`config.mk`:
```
export PLATFORM = sky130hd
export DESIGN_NAME = ped_signal_controller
export DESIGN_NICKNAME = d
export VERILOG_FILES = /design/src/rtl/traffic_pkg.sv /design/src/rtl/ped_channel.sv /design/src/rtl/ped_signal_controller.sv
export SDC_FILE = /design/constraint.sdc
export NUM_CORES = 1
export LEC_CHECK = 0
export ABC_AREA = 1
export ABC_CLOCK_PERIOD_IN_PS = 1740
export BUFFER_PORTS_ARGS = -buffer_cell sky130_fd_sc_hd__buf_2
export CAP_MARGIN = 20
export CORE_MARGIN = 2
export CORE_UTILIZATION = 50
export DETAILED_ROUTE_END_ITERATION = 16
export GPL_ROUTABILITY_DRIVEN = 0
export HOLD_SLACK_MARGIN = 0.05
export PLACE_DENSITY = 0.74
export SLEW_MARGIN = 20
export SYNTH_ARGS = -nofsm -noshare
export SYNTH_HDL_FRONTEND = slang
export SYNTH_SLANG_ARGS = --single-unit
```
`constraint.sdc`:
```
create_clock -name clk -period 1.74 [get_ports clk]
set_clock_uncertainty 0.2 [all_clocks]
set_input_delay 0 -clock clk [delete_from_list [all_inputs] [get_ports clk]]
set_output_delay 0 -clock clk [all_outputs]
set_load 0.005 [all_outputs]
```
`src/rtl/traffic_pkg.sv`:
```
// Shared definitions for the vehicle-light bus and the pedestrian channel FSM.
package traffic_pkg;

    localparam logic [2:0] LIGHT_RED    = 3'b100;
    localparam logic [2:0] LIGHT_YELLOW = 3'b010;
    localparam logic [2:0] LIGHT_GREEN  = 3'b001;

    typedef enum logic [1:0] {
        PED_IDLE,
        PED_ARMED,
        PED_WALK,
        PED_CLEAR
    } ped_state_e;

    // Only an exact one-hot green counts; corrupted encodings are treated as not green.
    function automatic logic is_green(input logic [2:0] light);
        return light == LIGHT_GREEN;
    endfunction

endpackage

```
`src/rtl/ped_channel.sv`:
```
// One crosswalk direction: request latch, WALK/CLEAR sequencing, flashing clearance
// and countdown, slaved to the parallel vehicle green.
module ped_channel
    import traffic_pkg::*;
#(
    parameter int WALK_CYCLES  = 4,
    parameter int CLEAR_CYCLES = 6,
    parameter int FLASH_DIV    = 1
) (
    input  logic       clk,
    input  logic       reset,
    input  logic [2:0] light,
    input  logic       btn,
    output logic       walk,
    output logic       dont_walk,
    output logic [7:0] countdown,
    output logic       abort
);

    localparam int FW = (FLASH_DIV > 1) ? $clog2(FLASH_DIV) : 1;
    localparam logic [7:0]    WALK_LOAD  = 8'(WALK_CYCLES - 1);
    localparam logic [7:0]    CLEAR_LOAD = 8'(CLEAR_CYCLES);
    localparam logic [FW-1:0] FLASH_LOAD = FW'(FLASH_DIV - 1);

    ped_state_e    state, state_nx;
    logic          prev_green;
    logic          req, req_nx;
    logic [7:0]    walk_cnt, walk_cnt_nx;
    logic [FW-1:0] flash_cnt, flash_cnt_nx;
    logic          walk_nx, dont_walk_nx, abort_nx;
    logic [7:0]    countdown_nx;
    logic          green, green_rise, req_held;

    always_comb begin
        // NOTE: every variable gets a default before the case so no path leaves it
        // unassigned, which would otherwise infer a latch.
        green        = is_green(light);
        green_rise   = green & ~prev_green;
        req_held     = req | btn;
        state_nx     = state;
        req_nx       = req_held;
        walk_cnt_nx  = walk_cnt;
        flash_cnt_nx = flash_cnt;
        walk_nx      = 1'b0;
        dont_walk_nx = 1'b1;
        countdown_nx = 8'd0;
        abort_nx     = 1'b0;

        unique case (state)
            PED_IDLE: begin
                if (btn) state_nx = green_rise ? PED_WALK : PED_ARMED;
            end
            PED_ARMED: begin
                if (green_rise) state_nx = PED_WALK;
            end
            PED_WALK: begin
                if (!green) begin
                    abort_nx = 1'b1;
                    state_nx = req_held ? PED_ARMED : PED_IDLE;
                end else if (walk_cnt == 8'd0) begin
                    state_nx = PED_CLEAR;
                end else begin
                    walk_cnt_nx = walk_cnt - 8'd1;
                end
            end
            PED_CLEAR: begin
                if (!green) begin
                    abort_nx = 1'b1;
                    state_nx = req_held ? PED_ARMED : PED_IDLE;
                end else if (countdown <= 8'd1) begin
                    state_nx = req_held ? PED_ARMED : PED_IDLE;
                end
            end
            default: state_nx = PED_IDLE;
        endcase

        // A grant consumes the request; presses from here on wait for the next green.
        if (state_nx == PED_WALK && state != PED_WALK) begin
            walk_cnt_nx = WALK_LOAD;
            req_nx      = 1'b0;
        end

        // Outputs are computed for the state being entered so they register with it.
        if (state_nx == PED_WALK) begin
            walk_nx      = 1'b1;
            dont_walk_nx = 1'b0;
        end else if (state_nx == PED_CLEAR) begin
            if (state != PED_CLEAR) begin
                countdown_nx = CLEAR_LOAD;
                flash_cnt_nx = FLASH_LOAD;
                dont_walk_nx = 1'b1;
            end else begin
                countdown_nx = (countdown != 8'd0) ? countdown - 8'd1 : 8'd0;
                if (flash_cnt == '0) begin
                    dont_walk_nx = ~dont_walk;
                    flash_cnt_nx = FLASH_LOAD;
                end else begin
                    dont_walk_nx = dont_walk;
                    flash_cnt_nx = flash_cnt - FW'(1);
                end
            end
        end
    end

    always_ff @(posedge clk) begin
        // NOTE: sequential state uses non-blocking assignments so every register
        // samples the pre-edge values regardless of statement order.
        if (reset) begin
            state      <= PED_IDLE;
            prev_green <= 1'b1;
            req        <= 1'b0;
            walk_cnt   <= 8'd0;
            flash_cnt  <= '0;
            walk       <= 1'b0;
            dont_walk  <= 1'b1;
            countdown  <= 8'd0;
            abort      <= 1'b0;
        end else begin
            state      <= state_nx;
            prev_green <= green;
            req        <= req_nx;
            walk_cnt   <= walk_cnt_nx;
            flash_cnt  <= flash_cnt_nx;
            walk       <= walk_nx;
            dont_walk  <= dont_walk_nx;
            countdown  <= countdown_nx;
            abort      <= abort_nx;
        end
    end

endmodule

```
`src/rtl/ped_signal_controller.sv`:
```
// Pedestrian heads for the NS and EW crosswalks, each tied to its parallel vehicle light.
module ped_signal_controller
    import traffic_pkg::*;
#(
    parameter int WALK_CYCLES  = 4,
    parameter int CLEAR_CYCLES = 6,
    parameter int FLASH_DIV    = 1
) (
    input  logic       clk,
    input  logic       reset,
    input  logic [2:0] ns_light,
    input  logic [2:0] ew_light,
    input  logic       ped_btn_ns,
    input  logic       ped_btn_ew,
    output logic       walk_ns,
    output logic       walk_ew,
    output logic       dont_walk_ns,
    output logic       dont_walk_ew,
    output logic [7:0] countdown_ns,
    output logic [7:0] countdown_ew,
    output logic       ped_abort
);

    logic abort_ns, abort_ew;

    ped_channel #(
        .WALK_CYCLES (WALK_CYCLES),
        .CLEAR_CYCLES(CLEAR_CYCLES),
        .FLASH_DIV   (FLASH_DIV)
    ) u_ns (
        .clk      (clk),
        .reset    (reset),
        .light    (ns_light),
        .btn      (ped_btn_ns),
        .walk     (walk_ns),
        .dont_walk(dont_walk_ns),
        .countdown(countdown_ns),
        .abort    (abort_ns)
    );

    ped_channel #(
        .WALK_CYCLES (WALK_CYCLES),
        .CLEAR_CYCLES(CLEAR_CYCLES),
        .FLASH_DIV   (FLASH_DIV)
    ) u_ew (
        .clk      (clk),
        .reset    (reset),
        .light    (ew_light),
        .btn      (ped_btn_ew),
        .walk     (walk_ew),
        .dont_walk(dont_walk_ew),
        .countdown(countdown_ew),
        .abort    (abort_ew)
    );

    // Both sources are flop outputs, so the merged pulse stays one clean cycle wide.
    assign ped_abort = abort_ns | abort_ew;

endmodule
```
# --- Yosys cells after proc, flatten, opt, wreduce, memory -nomap -nowiden ---
# Cells that the tools add are included.
# W data, S select, Z words.
totals:
  word_cells: 143
  output_inout_bits: 21
  ff_bits: 48
  in_bits: 10
op_classes:
  addsub: 6
  n_mux: 46
  magnitude_cmp: 2
  n_reduce_logical: 28
  n_eq_ne: 20
  n_bitwise: 19
op_table:
  columns: ["op", "count"]
  rows:
  - ["$mux W2", 22]
  - ["$sub A8 B1 Y8 const B", 4]
  - ["$mux W1", 18]
  - ["$eq A2 B2 Y1 const B", 8]
  - ["$le A8 B1 Y1 const B", 2]
  - ["$logic_not A8 Y1", 2]
  - ["$pmux W2 S4", 2]
  - ["$reduce_bool A8 Y1", 2]
  - ["$not A1 Y1", 14]
  - ["$mux W3", 4]
  - ["$ne A2 B2 Y1 const B", 6]
  - ["$reduce_and A3 Y1", 4]
  - ["$reduce_or A2 Y1", 6]
  - ["$reduce_or A5 Y1", 2]
  - ["$ne A4 B4 Y1 const B", 2]
  - ["$reduce_bool A2 Y1", 4]
  - ["$eq A3 B1 Y1 const B", 2]
  - ["$reduce_or A3 Y1", 2]
  - ["$eq A2 B1 Y1 const B", 2]
  - ["$logic_not A2 Y1", 2]
  - ["$reduce_and A2 Y1", 2]
  - ["$or A1 B1 Y1", 3]
  - ["$and A1 B1 Y1", 2]
  - ["$logic_and A1 B1 Y1", 2]
  - ["$sub A1 B1 Y1 const B", 2]

# --- Logic depth before layout (Yosys ltp) ---
logic_depth:
  depth_word: 9
  mapped_depth: 12
  depth_no_buf: 12

# --- Hierarchy ---
# A second synthesis with hierarchy kept.
hier_totals:
  cells_unflattened: 347
  hier_area_um2: 2461.1
by_module_without_submodules:
  columns: ["module", "n_inst", "seq_area_each_um2", "area_per_inst_um2", "cells_per_inst"]
  rows:
  - ["ped_channel", 2, 460.4, 1224.9, 172]
  - ["ped_signal_controller", 1, 0.0, 11.3, 3]

# --- Least setup slack after synthesis ---
# Ideal clock, no wire load.
synth_timing:
  kind: "register to register"
  from: "reg u_ew.countdown[0]"
  to: "reg u_ew.req"
  period_less_slack_ns: 1.721
  setup_time_ns: 0.119
  path_stages_with_launch: 11
  t_required_ns: 1.421
  path_buffers: 0
  t_arrival_ns: 1.403
  slack_ns: 0.019
  path_cell_list: "dfxtp_1 > inv_1 > ha_1 > nand2_1 > nand2_1 > nand3_1 > nand2_1 > nor3_1 > nand3_2 > nand2_2 > nor2_1"
synth_between:
  elab_chain_cells: 7
synth_rtl:
  columns: ["element", "line_no", "source"]
  rows:
  - ["start, declared", "ped_channel.sv:16", "output logic [7:0] countdown,"]
  - ["start signal, assigned", "ped_channel.sv:126", "countdown <= countdown_nx;"]
  - ["$le A8 B1 Y1", "ped_channel.sv:70", "end else if (countdown <= 8'd1) begin"]
  - ["$mux W2", "ped_channel.sv:70", null]
  - ["$mux W2", "ped_channel.sv:67", "if (!green) begin"]
  - ["$pmux W2 S4", "ped_channel.sv:49", "unique case (state)"]
  - ["$eq A2 B2 Y1", "ped_channel.sv:78", "if (state_nx == PED_WALK && state != PED_WALK) begin"]
  - ["$logic_and A1 B1 Y1", "ped_channel.sv:78", null]
  - ["$reduce_or A2 Y1 (no source line)", null, null]
  - ["end signal, assigned", "ped_channel.sv:121", "req <= req_nx;"]
  - ["end, declared", "ped_channel.sv:27", "logic req, req_nx;"]
# No other way between the ends.
# A chain may end at the register's enable or synchronous reset.

# --- Worst setup path after layout ---
layout_timing:
  from: "reg u_ns.state[1]"
  to: "reg u_ns.countdown[0]"
layout_between:
  elab_chain_cells: 6
  elab_cells_between_ends: 16
  cone_classes: "6 x eq/ne; 7 x mux; 1 x bitwise; 2 x reduce/logical"
layout_rtl:
  columns: ["element", "line_no", "source"]
  rows:
  - ["start, declared", "ped_channel.sv:25", "ped_state_e state, state_nx;"]
  - ["start signal, assigned", "ped_channel.sv:119", "state <= state_nx;"]
  - ["$mux W2, on equally long branches", "ped_channel.sv:70, ped_channel.sv:60", null]
  - ["$mux W2, on equally long branches", "ped_channel.sv:67, ped_channel.sv:57", null]
  - ["$pmux W2 S4", "ped_channel.sv:49", null]
  - ["$eq A2 B2 Y1", "ped_channel.sv:87", "end else if (state_nx == PED_CLEAR) begin"]
  - ["$not A1 Y1 (no source line)", null, null]
  - ["$reduce_or A5 Y1 (no source line) (*)", null, null]
  - ["end signal, assigned", "ped_channel.sv:126", null]
  - ["end, declared", "ped_channel.sv:16", null]
# Mark *: on every way between the ends. The rest lies on a longest branch, timed or not.

==> flow_summary.ini <==
[outcome]
outcome = finished, violations left
violations = setup timing

[timing]
drv_slew = 0
fmaxAchievable_mhz = 560
worst_slew_pin_slew_ns = 0.610
holdWs_ns = 0.139
setup_viol = 3
period_needed_ns = 1.79
timing.final.ws_setup_ns = -0.0461
min_period_over_period_pct = 103
relSlewSlack_pct = 59.2
finalSetupTns_ns = -0.0854
rsz0062_at_grt = true
hold_viol = 0

[finish]
fillCellCount = 372
fin_util_pct = 69.1
finish.cell_count_without_fillers = 479
nets = 429
drive_above_1_share_pct = 33.0
antennaDiodeCount = 0
syn_to_final_growth_pct = 33.5

[critical_path]
path_buf_inv = 1
max_stage_delay_ns = 0.41
cp_top_family = simple AND/OR/NAND/NOR gates
worstSetupPathType = flip-flop to flip-flop
required_ns = 1.77
crit_chain = inv_1, nor2_2, a21boi_1, nand2_1, nand4_1, nand4_4, nor2_2
critPathSlowestCell = dfxtp_1
path_common_cell = nor2_2
endpoint_kind = flip-flop
worst_setup_path_start_kind = flip-flop
cp_data_arrival_time_ns = 1.82
worstPathMaxFanout = 6

[route]
vias = 2272
drt_iter0_drc = 116
route.detailed.drc = 0
antenna_left = 0
post_drt_via_cell_ratio = 4.74
wl_per_cell_um = 11.2
drt_pre_antenna_iters = 6
drt-total-wl_mm = 5.35

[clock_network]
cts_inserted_buffers = 5
clockBufferDepth = 2
clk_latency_ns = 0.30
cts_root_buffer = clkbuf_8
cts_tree = built
cts_max_level = 2
cts.clk_slew.worst_paths_ns = 0.08
clock_sinks = 46

[pwr]
p_int_w = 0.00186
power_frac_comb_pct = 34.2
power_leakage_nw = 1.59
power_frac_seq_pct = 42.1
power_density_nw_per_um2 = 868
peakVddDrop_v = 0.000610
fin_total_pwr_w = 0.00283
p_switching_w = 0.000975
pwr-share-clk_pct = 23.6
netSwitchingFraction_pct = 34.4

[synthesis]
syn-instance-count = 344
async_reset_ff_share_pct = 0
ys_types = 30
synth_nets = 362
synth_edf_count = 0
ys_seq_area_share_pct = 37.7
ys_top_cells_by_count = inv_1, nand2_1, nor2_1
synth.top_cells.by_area = dfxtp_1, inv_1, nand2_1
syn_avg_cell_area_sq_um = 7.11
syn-cell-area_sq_um = 2440
synth_top_area_cell = dfxtp_1
yosysMostFrequentCell = inv_1
synth_top_area_share_pct = 37.7
synth-warning-count = 0
synth-seq-cells = 46
ys.flop_type = dfxtp_1

[global_routing]
antenna_found_initial = 0
grt_pass1_wl_mm = 8.51
grtUsageTotal_pct = 19.8
grt-ovfl-total = 0
grt_pass1_vias = 2081
grt_max_degree = 14

[die]
row_count = 25
fp.dieH_um = 73.9
die-area_sq_um = 5460
initial_core_util_pct = 51.8
core_sq_um = 4720
fp.dieW_um = 73.9
num_io_pins = 31

[placed_design]
place_inst = 451
dpl.hpwl_mm = 3.55
placement.io_buffers = 30

[run]
maxCapViolations = 0

[hold_path]
worst_hold_path_type = input port to flip-flop
## per-stage QoR
stage	setup slack (ns)	cell area, sq um
3_3_place_gp	0.0271	2750
2_1_floorplan	0.0185	2440
6_report	-0.0461	3260
5_1_grt	-0.124	3260
4_1_cts	-0.0163	2960
3_5_place_dp	-0.0326	2750
## layer usage
layer  global-route usage [%]  routed length [um]  up-vias  share of wire (%)
li1                         -                   -     1192                  -
met4                     8.28                  74        0                1.4
met3                     3.43                 160        7                3.0
met5                        0                   0        -                  0
met2                     34.2                2680       38                 50
met1                     24.2                2440     1035                 46
## tightest hold or removal path, cell delays in order
cell	delay, ns
buf_2	0.07
inv_1	0.06
nand2_1	0.07
nor2_2	0.06
nand3_2	0.14
o21ai_0	0.10
inv_1	0.05
nor2_1	0.04
## area by class of cell
| cell class | instances | area (sq um) | share of cell area [%] |
|---|---|---|---|
| Clock buffer | 7 | 86.3 | 2.64 |
| Clock inverter | 1 | 5.00 | 0.153 |
| Inverter | 66 | 258 | 7.90 |
| Multi-Input combinational cell | 230 | 1480 | 45.3 |
| Sequential cell | 46 | 937 | 28.7 |
| Tap cell | 67 | 83.8 | 2.57 |
| Timing Repair Buffer | 62 | 417 | 12.8 |
## cells by family (layout without fill, tap and decap cells)
family | after synthesis | after routing | synth area share, %
xor+xnor | 22 | 22 | 7.88
simple gates | 179 | 179 | 34.7
compound gates | 21 | 21 | 4.86
fa+ha+maj | 8 | 8 | 4.09
flops | 46 | 46 | 37.7
buf+inv | 68 | 136 | 10.8
## state kept, by name, indices dropped and copies added (netlist names)
signal / count
u_ns.walk: 1
u_ns.prev_green: 1
u_ns.abort: 1
u_ns.req: 1
u_ns.walk_cnt: 8
u_ew.req: 1
u_ns.countdown: 8
u_ew.abort: 1
u_ns.state: 2
u_ew.walk_cnt: 8
u_ns.dont_walk: 1
u_ew.dont_walk: 1
u_ew.state: 2
u_ew.prev_green: 1
u_ew.countdown: 8
u_ew.walk: 1
## cells in the final DEF (no fill, tap or decap), types with 10 or more instances in the layout
cell type  count
buf_2         30
buf_4         22
dfxtp_1       37
inv_1         55
nand2_1       53
nand2_2       10
nand3_1       17
nor2_1        47
nor2_2        16
xor2_1        17
## power by group through the flow
stage | logic, W | registers, W | clock network (W)
6_report | 0.000970 | 0.00119 | 0.000669
5_1_grt | 0.00109 | 0.00120 | 0.000732
4_1_cts | 0.000804 | 0.00119 | 0.000685
3_5_place_dp | 0.000758 | 0.00121 | 0
3_3_place_gp | 0.000742 | 0.00121 | 0
2_1_floorplan | 0.000568 | 0.00120 | 0
## timing repair
action / 4_1_cts / 5_1_grt
setup endpoints to repair: 22 / 38
hold buffers: 9 / 0
buffers inserted: 0 / 11
cloned: 0 / 0
gates resized for setup: 10 / 63
pin swaps: 4 / 18
hold endpoints to repair: 25 / 0
## worst paths after layout
check,startpoint,to,slack (ns),depth (start not counted)
worst max register to register,u_ns.state[1]$_SDFF_PP0_,u_ns.countdown[0]$_SDFF_PP0_,-0.05,7
worst max-delay path,u_ns.state[1]$_SDFF_PP0_,u_ns.countdown[0]$_SDFF_PP0_,-0.05,7
worst min register to register,u_ns.dont_walk$_SDFF_PP1_,u_ns.dont_walk$_SDFF_PP1_,0.29,3
worst min-delay path,ns_light[1],u_ns.walk_cnt[7]$_SDFFE_PP0P_,0.14,8
Note: power is estimated with default switching activity, not from simulation.
